--- src/rtl/cpu_pkg.sv ---
// Shared CPU definitions: default bus widths and the fetch FSM state encoding.
package cpu_pkg;

  localparam int unsigned DEF_ADDR_W  = 8;
  localparam int unsigned DEF_DATA_W  = 8;
  localparam int unsigned OPERAND_BIT = 7;

  typedef enum logic [1:0] {
    F_OP  = 2'd0,
    W_OP  = 2'd1,
    W_ARG = 2'd2,
    HOLD  = 2'd3
  } fetch_state_t;

endpackage

--- src/rtl/fetch_unit.sv ---
// Instruction fetch: reads one- or two-byte instructions from single-cycle program
// memory, advances the program counter per byte, and hands the result to decode.
module fetch_unit
  import cpu_pkg::*;
#(
  parameter int unsigned ADDR_W = DEF_ADDR_W,
  parameter int unsigned DATA_W = DEF_DATA_W
) (
  input  logic              clk,
  input  logic              rst,
  input  logic [ADDR_W-1:0] pc,
  output logic              pc_adv,
  output logic              mem_rd,
  output logic [ADDR_W-1:0] mem_addr,
  input  logic [DATA_W-1:0] mem_data,
  input  logic              flush,
  output logic              ir_valid,
  input  logic              ir_ready,
  output logic [DATA_W-1:0] ir_opcode,
  output logic [DATA_W-1:0] ir_operand,
  output logic              ir_two_byte,
  output logic [ADDR_W-1:0] ir_addr
);

  fetch_state_t state;
  fetch_state_t next_state;

  logic has_operand;

  assign has_operand = mem_data[OPERAND_BIT];

  // Memory is always addressed by the counter; the strobe qualifies it.
  assign mem_addr = pc;

  // State register
  always_ff @(posedge clk) begin
    if (rst) begin
      state <= F_OP;
    end else begin
      state <= next_state;
    end
  end

  // Next state and read/advance strobes
  always_comb begin
    next_state = state;
    mem_rd     = 1'b0;
    pc_adv     = 1'b0;
    case (state)
      F_OP: begin
        mem_rd     = 1'b1;
        pc_adv     = 1'b1;
        next_state = W_OP;
      end
      W_OP: begin
        if (has_operand) begin
          mem_rd     = 1'b1;
          pc_adv     = 1'b1;
          next_state = W_ARG;
        end else begin
          next_state = HOLD;
        end
      end
      W_ARG: next_state = HOLD;
      HOLD: begin
        if (ir_ready) begin
          next_state = F_OP;
        end
      end
      default: next_state = F_OP;
    endcase
    // A redirect or reset abandons the fetch and suppresses any counter advance.
    if (rst || flush) begin
      mem_rd     = 1'b0;
      pc_adv     = 1'b0;
      next_state = F_OP;
    end
  end

  // Instruction register; returning data is discarded on a flush.
  always_ff @(posedge clk) begin
    if (rst) begin
      ir_valid    <= 1'b0;
      ir_opcode   <= '0;
      ir_operand  <= '0;
      ir_two_byte <= 1'b0;
      ir_addr     <= '0;
    end else begin
      ir_valid <= (next_state == HOLD);
      if (!flush) begin
        case (state)
          F_OP: ir_addr <= pc;
          W_OP: begin
            ir_opcode   <= mem_data;
            ir_two_byte <= has_operand;
            if (!has_operand) begin
              ir_operand <= '0;
            end
          end
          W_ARG:   ir_operand <= mem_data;
          default: ;
        endcase
      end
    end
  end

endmodule
--- config.mk ---
export PLATFORM = sky130hd
export DESIGN_NAME = fetch_unit
export DESIGN_NICKNAME = d
export VERILOG_FILES = /design/src/rtl/cpu_pkg.sv /design/src/rtl/fetch_unit.sv
export SDC_FILE = /design/constraint.sdc
export NUM_CORES = 1
export LEC_CHECK = 0
export CORE_UTILIZATION = 40
export DETAILED_ROUTE_END_ITERATION = 10
export PLACE_DENSITY_LB_ADDON = 0.2
export SLEW_MARGIN = 20
export SYNTH_ARGS = -nofsm -noshare
export SYNTH_HDL_FRONTEND = slang
export SYNTH_SLANG_ARGS = --single-unit
--- constraint.sdc ---
create_clock -name clk -period 2.3 [get_ports clk]
set_input_delay 0.46 -clock clk [delete_from_list [all_inputs] [get_ports clk]]
set_output_delay 0.46 -clock clk [all_outputs]
set_load 0.05 [all_outputs]
# After elaboration in Yosys (flattened, before gate mapping)
# Cells that the tools add are included.
# W data, S select, Z words.
[totals] ff_bits=28 output_inout_bits=36 wordCells=27
[op_classes] eq_ne=5 mux=9 bitwise=1 n_reduce_logical=6
[op_table] cell="$pmux W8 S2" n=1
[op_table] cell="$mux W8" n=1
[op_table] cell="$pmux W2 S4" n=1
[op_table] cell="$eq A2 B2 Y1 const B" n=3
[op_table] cell="$mux W2" n=2
[op_table] cell="$reduce_and A2 Y1" n=2
[op_table] cell="$mux W1" n=3
[op_table] cell="$reduce_and A3 Y1" n=1
[op_table] cell="$eq A2 B1 Y1 const B" n=1
[op_table] cell="$logic_not A2 Y1" n=1
[op_table] cell="$ne A2 B2 Y1 const B" n=1
[op_table] cell="$pmux W1 S2" n=1
[op_table] cell="$reduce_bool A2 Y1" n=1
[op_table] cell="$logic_or A1 B1 Y1" n=1
[op_table] cell="$not A1 Y1" n=1

# Depth between registers and ports, before layout
# Gate-level depths: netlist (run 1).
[depth] word_depth=4 mapped_depth=5

# Least setup slack after synthesis (run 1)
# No wires, ideal clock.
[synth_timing] path_type="input port to output port" from="input rst" to="output pc_adv" t_arrival_ns=3.686 required_time_ns=1.840 path_slack_ns=-1.846 path_stages=3 n_path_buf=2 cell_sequence="buf_2 a2111oi_0 buf_4"
[synth_via] elab_chain_len=2
[synth_rtl] item="start: declaration" line="fetch_unit.sv:10" source="input logic rst,"
[synth_rtl] item="$logic_or A1 B1 Y1" line="fetch_unit.sv:73" source="if (rst || flush) begin"
[synth_rtl] item="$mux W1"
[synth_rtl] item="end: declaration" line="fetch_unit.sv:12" source="output logic pc_adv,"
# No other way between the ends.

# Worst setup path after layout (run 1)
[layout_timing] from="input mem_data[7]" to="output pc_adv"
[layout_via] elab_chain_len=3
[layout_rtl] item="start: declaration" line="fetch_unit.sv:15" source="input logic [DATA_W-1:0] mem_data,"
[layout_rtl] item="$mux W1" line="fetch_unit.sv:56" source="if (has_operand) begin"
[layout_rtl] item="$pmux W1 S2" line="fetch_unit.sv:49" source="case (state)"
[layout_rtl] item="$mux W1" line="fetch_unit.sv:73"
# No other way between the ends.

==> flow_summary_export.csv, run 1 <==
group,metric,value,unit
timing,setup_viol,0,
timing,relSlewSlack,62.9,%
final_layout,nFillCells,198,
yosys,ys.flop_type,"dfxtp_1",
cts,ctsHtreeMaxLevel,1,
setup_path,worstPathMaxFanout,3,
floorplan,die_h,54.3,um
global_route,overflow,0,
setup_path,cp_top_family,"buffers and inverters",
cts,cts_setup_buffers,0,
yosys,yosysUniqueCellTypes,23,
cts,path_clk_slew,0.16,ns
route,wl_per_cell,13.5,um
setup_path,slowest_delay,0.51,ns
final_layout,drive_gt1_share,15.0,%
final_layout,fin_area,0.00174,mm^2
yosys,yosysTopAreaCell,"dfxtp_1",
global_route,grt_first_pass_wirelength,3650,um
setup_path,cp.arrival,1.74,ns
global_route,grt_use_total,17.0,%
yosys,avgSynthCellArea,10.7,um^2
yosys,syn_area,0.00109,mm^2
setup_path,critical-path-slowest-cell,"clkdlybuf4s50_1",
yosys,yosys-top-cells-area,"dfxtp_1 (49%), mux2i_1 (15%), buf_4 (8.9%), nor2_1 (6.5%), a22o_1 (5.6%)",
timing,tightest_slew,0.556,ns
floorplan,start_util,43.4,%
route,wl,2400,um
floorplan,rows,18,
yosys,syn-num-nets,122,
yosys,synth-async-reset-ratio,0,%
floorplan,die-area,0.00295,mm^2
timing,final_max_slew_viol_count,0,
route,initialDrtViolationCount,7,
final_layout,seq_area,541,um^2
setup_path,setup.worst_path.start_class,"input pin",
power,p_leak,0.000665,uW
floorplan,die_w,54.3,um
cts,clockBufferDepth,2,
cts,cts_buffers,3,
setup_path,r2r_slack,0.64,ns
route,vias,867,
timing,clock_skew,0.00475,ns
placement,portBuffers,55,
placement,dp.final_hpwl,1830,um
yosys,synth_edf_count,0,
floorplan,core-area,0.00252,mm^2
timing,rsz0062_at_grt,"false",
route,dr.pass1.iters,3,
setup_path,cp.required,1.84,ns
global_route,grt_max_degree,21,
final_layout,layout.nets,168,
setup_path,path_class,"input pin to primary output",
cts,cts.sinks,27,
cts,ctsResizeCount,0,
yosys,ys_warn_count,0,
yosys,yosys.cell_count.top_type,"dfxtp_1",
status,status,"completed",
placement,postPlaceCellArea,0.00170,mm^2
setup_path,end_kind,"primary output",
timing,hold_viol_final,0,
timing,setup_tns,0,ns
yosys,netlist_instances,102,
hold_path,hold_path_class,"flip-flop to flip-flop",
yosys,ys_top_cells_by_count,"dfxtp_1 (27), nor2_1 (19), mux2i_1 (16)",
timing,finalCritPeriodShare,95.5,%
run,maxCapViolCount,0,
route,via_per_inst,4.90,
final_layout,insertedDiodeCount,0,
power,vdd_ir_drop_max,0.000495,V
route,ant_nets,0,
power,power_density,569,mW/mm^2
cts,insertion_delay,0.32,ns
final_layout,multi_input_area,449,um^2
route,drc,0,
yosys,synth-seq-cells,27,
global_route,grt_pass1_vias,821,
cts,cts_hold_buf,0,
setup_path,cp_num_buf_inv,3,
timing,period_minus_slack,2.20,ns
setup_path,path_cells,"clkdlybuf4s50_1, inv_1, a2111oi_4, buf_12",
cts,cts_root_buffer,"clkbuf_4",
global_route,antenna_found_initial,0,
floorplan,io_pins,56,
timing,max_freq,455,MHz
timing,timing.hold.ws,0.500,ns
final_layout,areaGrowthSynthToFinish,58.5,%
yosys,synth.top_cell.area_share,49.4,%
cts,cts_tree,"yes",
yosys,ys_seq_area_share,49.4,%
placement,gp_congestion,0.740,
## cell families after synthesis
group	share of synthesized area, %
AO/OA/AOI/OAI	11.3
XOR/XNOR	0.800
buffers and inverters	11.8
flip-flops	49.4
multiplexers	14.6
AND/OR/NAND/NOR	12.1
## power by group
group | internal (uW) | leakage [uW] | switching (uW)
Clock | 70.8 | 0.0000183 | 148
Sequential | 486 | 0.000220 | 15.3
Combinational | 117 | 0.000426 | 150
Total | 674 | 0.000665 | 313
## worst paths after layout
kind	to	from	depth (start not counted)
max reg2reg	ir_operand[5]	state[0]	3
min reg2reg	ir_operand[6]	ir_operand[6]	1
max	pc_adv	mem_data[7]	4
min	ir_operand[6]	ir_operand[6]	1
## routing by layer
| layer | global-route usage, % | routed length [um] | vias to the layer above |
|---|---|---|---|
| met1 | 19.9 | 1040 | 411 |
| met3 | 5.00 | 138 | 0 |
| met2 | 30.1 | 1220 | 24 |
| li1 | - | - | 432 |
| met5 | 0 | 0 | - |
| met4 | 4.27 | 0 | 0 |
## cell type report
| type | instances | share of cell area (%) |
|---|---|---|
| inverters | 3 | 0.649 |
| clock inverters | 1 | 0.505 |
| clock buffers | 3 | 1.30 |
| multi-input cells | 56 | 25.9 |
| flip-flops and latches | 27 | 31.1 |
| well taps | 30 | 2.16 |
| repair buffers | 57 | 38.4 |
## metrics by stage
step,power (uW),util [%],cells,worst slack [ns]
after floorplan,672,-,102,0.177
after detailed placement,780,67.6,173,0.0864
final,987,68.8,177,0.103
after CTS,998,68.8,177,0.0806
after global routing,1020,68.8,177,0.0361
after global placement,775,67.6,173,0.115
## state kept, by name, indices dropped and copies added, names as in the netlist
signal and count:
ir_addr 8, ir_opcode 8, ir_operand 8, state 2, ir_valid 1
## worst register-to-register path, stage by stage, from the launching register on
cell and delay, ns:
dfxtp_1 0.70, nor3b_1 0.16, a311oi_2 0.55, a22o_1 0.22
## cell usage in the layout, fill, tap and decap left out
cell and instances:
a311oi_2 1, nor3_4 1, dfxtp_1 27, buf_4 2, xor2_1 1, a22o_1 7, buf_12 10, inv_2 1
inv_6 1, o31a_1 1, o211a_1 1, inv_1 2, nor2_1 19, o21ai_0 1, clkbuf_4 3, nor3b_2 1
nor4_4 1, nand3_1 1, mux2i_1 16, nor3b_1 1, nand2_1 1, a211oi_1 1, a21boi_0 1, clkdlybuf4s50_1 45
a2111oi_4 1
Power figures use the tool's default switching activity.
==> run 2: changes to the inputs <==
Settings changed: GPL_ROUTABILITY_DRIVEN from default to 0, MAX_ROUTING_LAYER from default to met4, PLACE_DENSITY from default to 0.79, PLACE_DENSITY_LB_ADDON 0.2 to default.
==> flow_summary_export.csv, run 2 (synthesis results as in run 1) <==
group,metric,value,unit
final_layout,areaGrowthSynthToFinish,59.0,%
placement,postPlaceCellArea,0.00171,mm^2
setup_path,cp.arrival,1.73,ns
timing,relSlewSlack,58.2,%
final_layout,nFillCells,202,
setup_path,r2r_slack,0.55,ns
final_layout,layout_commonest_cell,"clkdlybuf4s50_1",
global_route,grt_pass1_vias,849,
hold_path,min_path_cells,1,
run,maxCapViolCount,0,
global_route,grt_first_pass_wirelength,3950,um
status,status,"completed",
power,comb_power_share,27.8,%
cts,clockBufferDepth,2,
route,wl_per_cell,14.9,um
power,pwr-share-seq,51.2,%
timing,final_max_slew_viol_count,0,
cts,insertion_delay,0.33,ns
floorplan,die_h,54.3,um
placement,portBuffers,55,
final_layout,fin_area,0.00174,mm^2
timing,setup_viol,0,
timing,period_minus_slack,2.19,ns
route,initialDrtViolationCount,7,
global_route,grt_max_degree,21,
power,p_switching,306,uW
cts,cts_root_buffer,"clkbuf_4",
setup_path,r2r_end,"ir_operand[3]",
timing,timing.hold.ws,0.496,ns
power,vdd_ir_drop_max,0.000467,V
route,ant_nets,0,
cts,cts_tree,"yes",
cts,ctsHtreeMaxLevel,1,
final_layout,largest_registers,"ir_addr: 8 flops, ir_opcode: 8 flops, ir_operand: 8 flops",
setup_path,worstReg2RegStart,"state[0]",
route,dr.pass1.iters,4,
setup_path,setup.worst_path.start_class,"input pin",
power,clkPwrFrac,21.1,%
setup_path,slowest_delay,0.50,ns
final_layout,drive_gt1_share,14.8,%
final_layout,layout.nets,170,
global_route,grt_use_total,19.6,%
cts,cts_buffers,3,
timing,clock_skew,0.00620,ns
hold_path,hold_end,"ir_operand[1]",
timing,rsz0062_at_grt,"false",
cts,ctsResizeCount,0,
route,wl,2660,um
setup_path,critical-path-slowest-cell,"clkdlybuf4s50_1",
floorplan,start_util,43.4,%
timing,max_freq,456,MHz
setup_path,worstPathMaxFanout,3,
cts,cts.sinks,27,
floorplan,die_w,54.3,um
power,sw_frac_of_total,31.2,%
global_route,antenna_found_initial,0,
route,via_per_inst,5.09,
setup_path,path_class,"input pin to primary output",
global_route,overflow,0,
final_layout,insertedDiodeCount,0,
final_layout,final_cell_mix,"clkdlybuf4s50_1 (45), dfxtp_1 (27), nor2_1 (19)",
timing,setup_tns,0,ns
cts,path_clk_slew,0.13,ns
floorplan,die-area,0.00295,mm^2
floorplan,core-area,0.00252,mm^2
power,p_leak,0.000669,uW
timing,tightest_slew,0.627,ns
cts,cts_hold_buf,0,
power,intPower,673,uW
setup_path,cp.required,1.84,ns
hold_path,hold_path_class,"flip-flop to flip-flop",
floorplan,rows,18,
timing,finalCritPeriodShare,95.3,%
setup_path,rr_worst_depth,3,
setup_path,path_cells,"clkdlybuf4s50_1, inv_1, a2111oi_4, buf_12",
timing,hold_viol_final,0,
placement,dp.final_hpwl,2050,um
route,drc,0,
cts,cts_setup_buffers,0,
route,vias,911,
setup_path,end_kind,"primary output",
power,power_density,563,mW/mm^2
hold_path,min-delay-start,"ir_operand[1]",
floorplan,io_pins,56,
==> run 2: cell count changes in the layout (fill, tap and decap cells not counted) <==
cell,previous run,this run
clkbuf_1,0,1
nor3b_1,1,2
inv_6,1,0
buf_4,2,4
nor3b_2,1,0
==> run 2: how the worst max path moves through the flow <==
stage	start	end	slack (ns)
floorplan	rst	pc_adv	0.18
global placement	mem_data[7]	mem_rd	0.17
detailed placement	mem_data[7]	pc_adv	0.1
CTS	mem_data[7]	pc_adv	0.1
global route	mem_data[7]	pc_adv	0.03
finish	mem_data[7]	pc_adv	0.11
==> run 2: routing by layer <==
metal | vias to the layer above | wire, um | track usage, %
li1 | 435 | - | -
met1 | 417 | 1080 | 20.1
met2 | 54 | 1330 | 35.6
met3 | 5 | 204 | 4.72
met4 | 0 | 46 | 7.69
met5 | - | 0 | -
==> run 2: worst max-delay path, delay by kind of cell <==
kind | cells | cell delay, ns
compound gates | 1 | 0.47
buf+inv | 3 | 0.79
==> run 2: metrics by stage <==
stage | power (uW) | instances | utilization, % | setup slack (ns)
floorplan | 672 | 102 | - | 0.177
global placement | 778 | 175 | 68.0 | 0.170
detailed placement | 785 | 175 | 68.0 | 0.0999
CTS | 986 | 179 | 69.0 | 0.0952
global route | 1010 | 179 | 69.0 | 0.0311
finish | 979 | 179 | 69.0 | 0.108
==> run 2: cell type report <==
| class | instances | area, um^2 | area share (%) |
|---|---|---|---|
| timing repair buffer | 59 | 681 | 39.1 |
| sequential | 27 | 541 | 31.1 |
| multi-input combinational | 56 | 444 | 25.5 |
| tap | 30 | 37.5 | 2.16 |
| clock buffer | 4 | 26.3 | 1.51 |
| inverter | 3 | 11.3 | 0.647 |
==> run 2: power by group through the flow <==
stage	Sequential [uW]	Clock (uW)	Combinational, uW
after detailed placement	511	0	273
after global placement	510	0	268
final	501	206	272
after floorplan	560	0	112
after CTS	501	211	274
after global routing	504	225	285
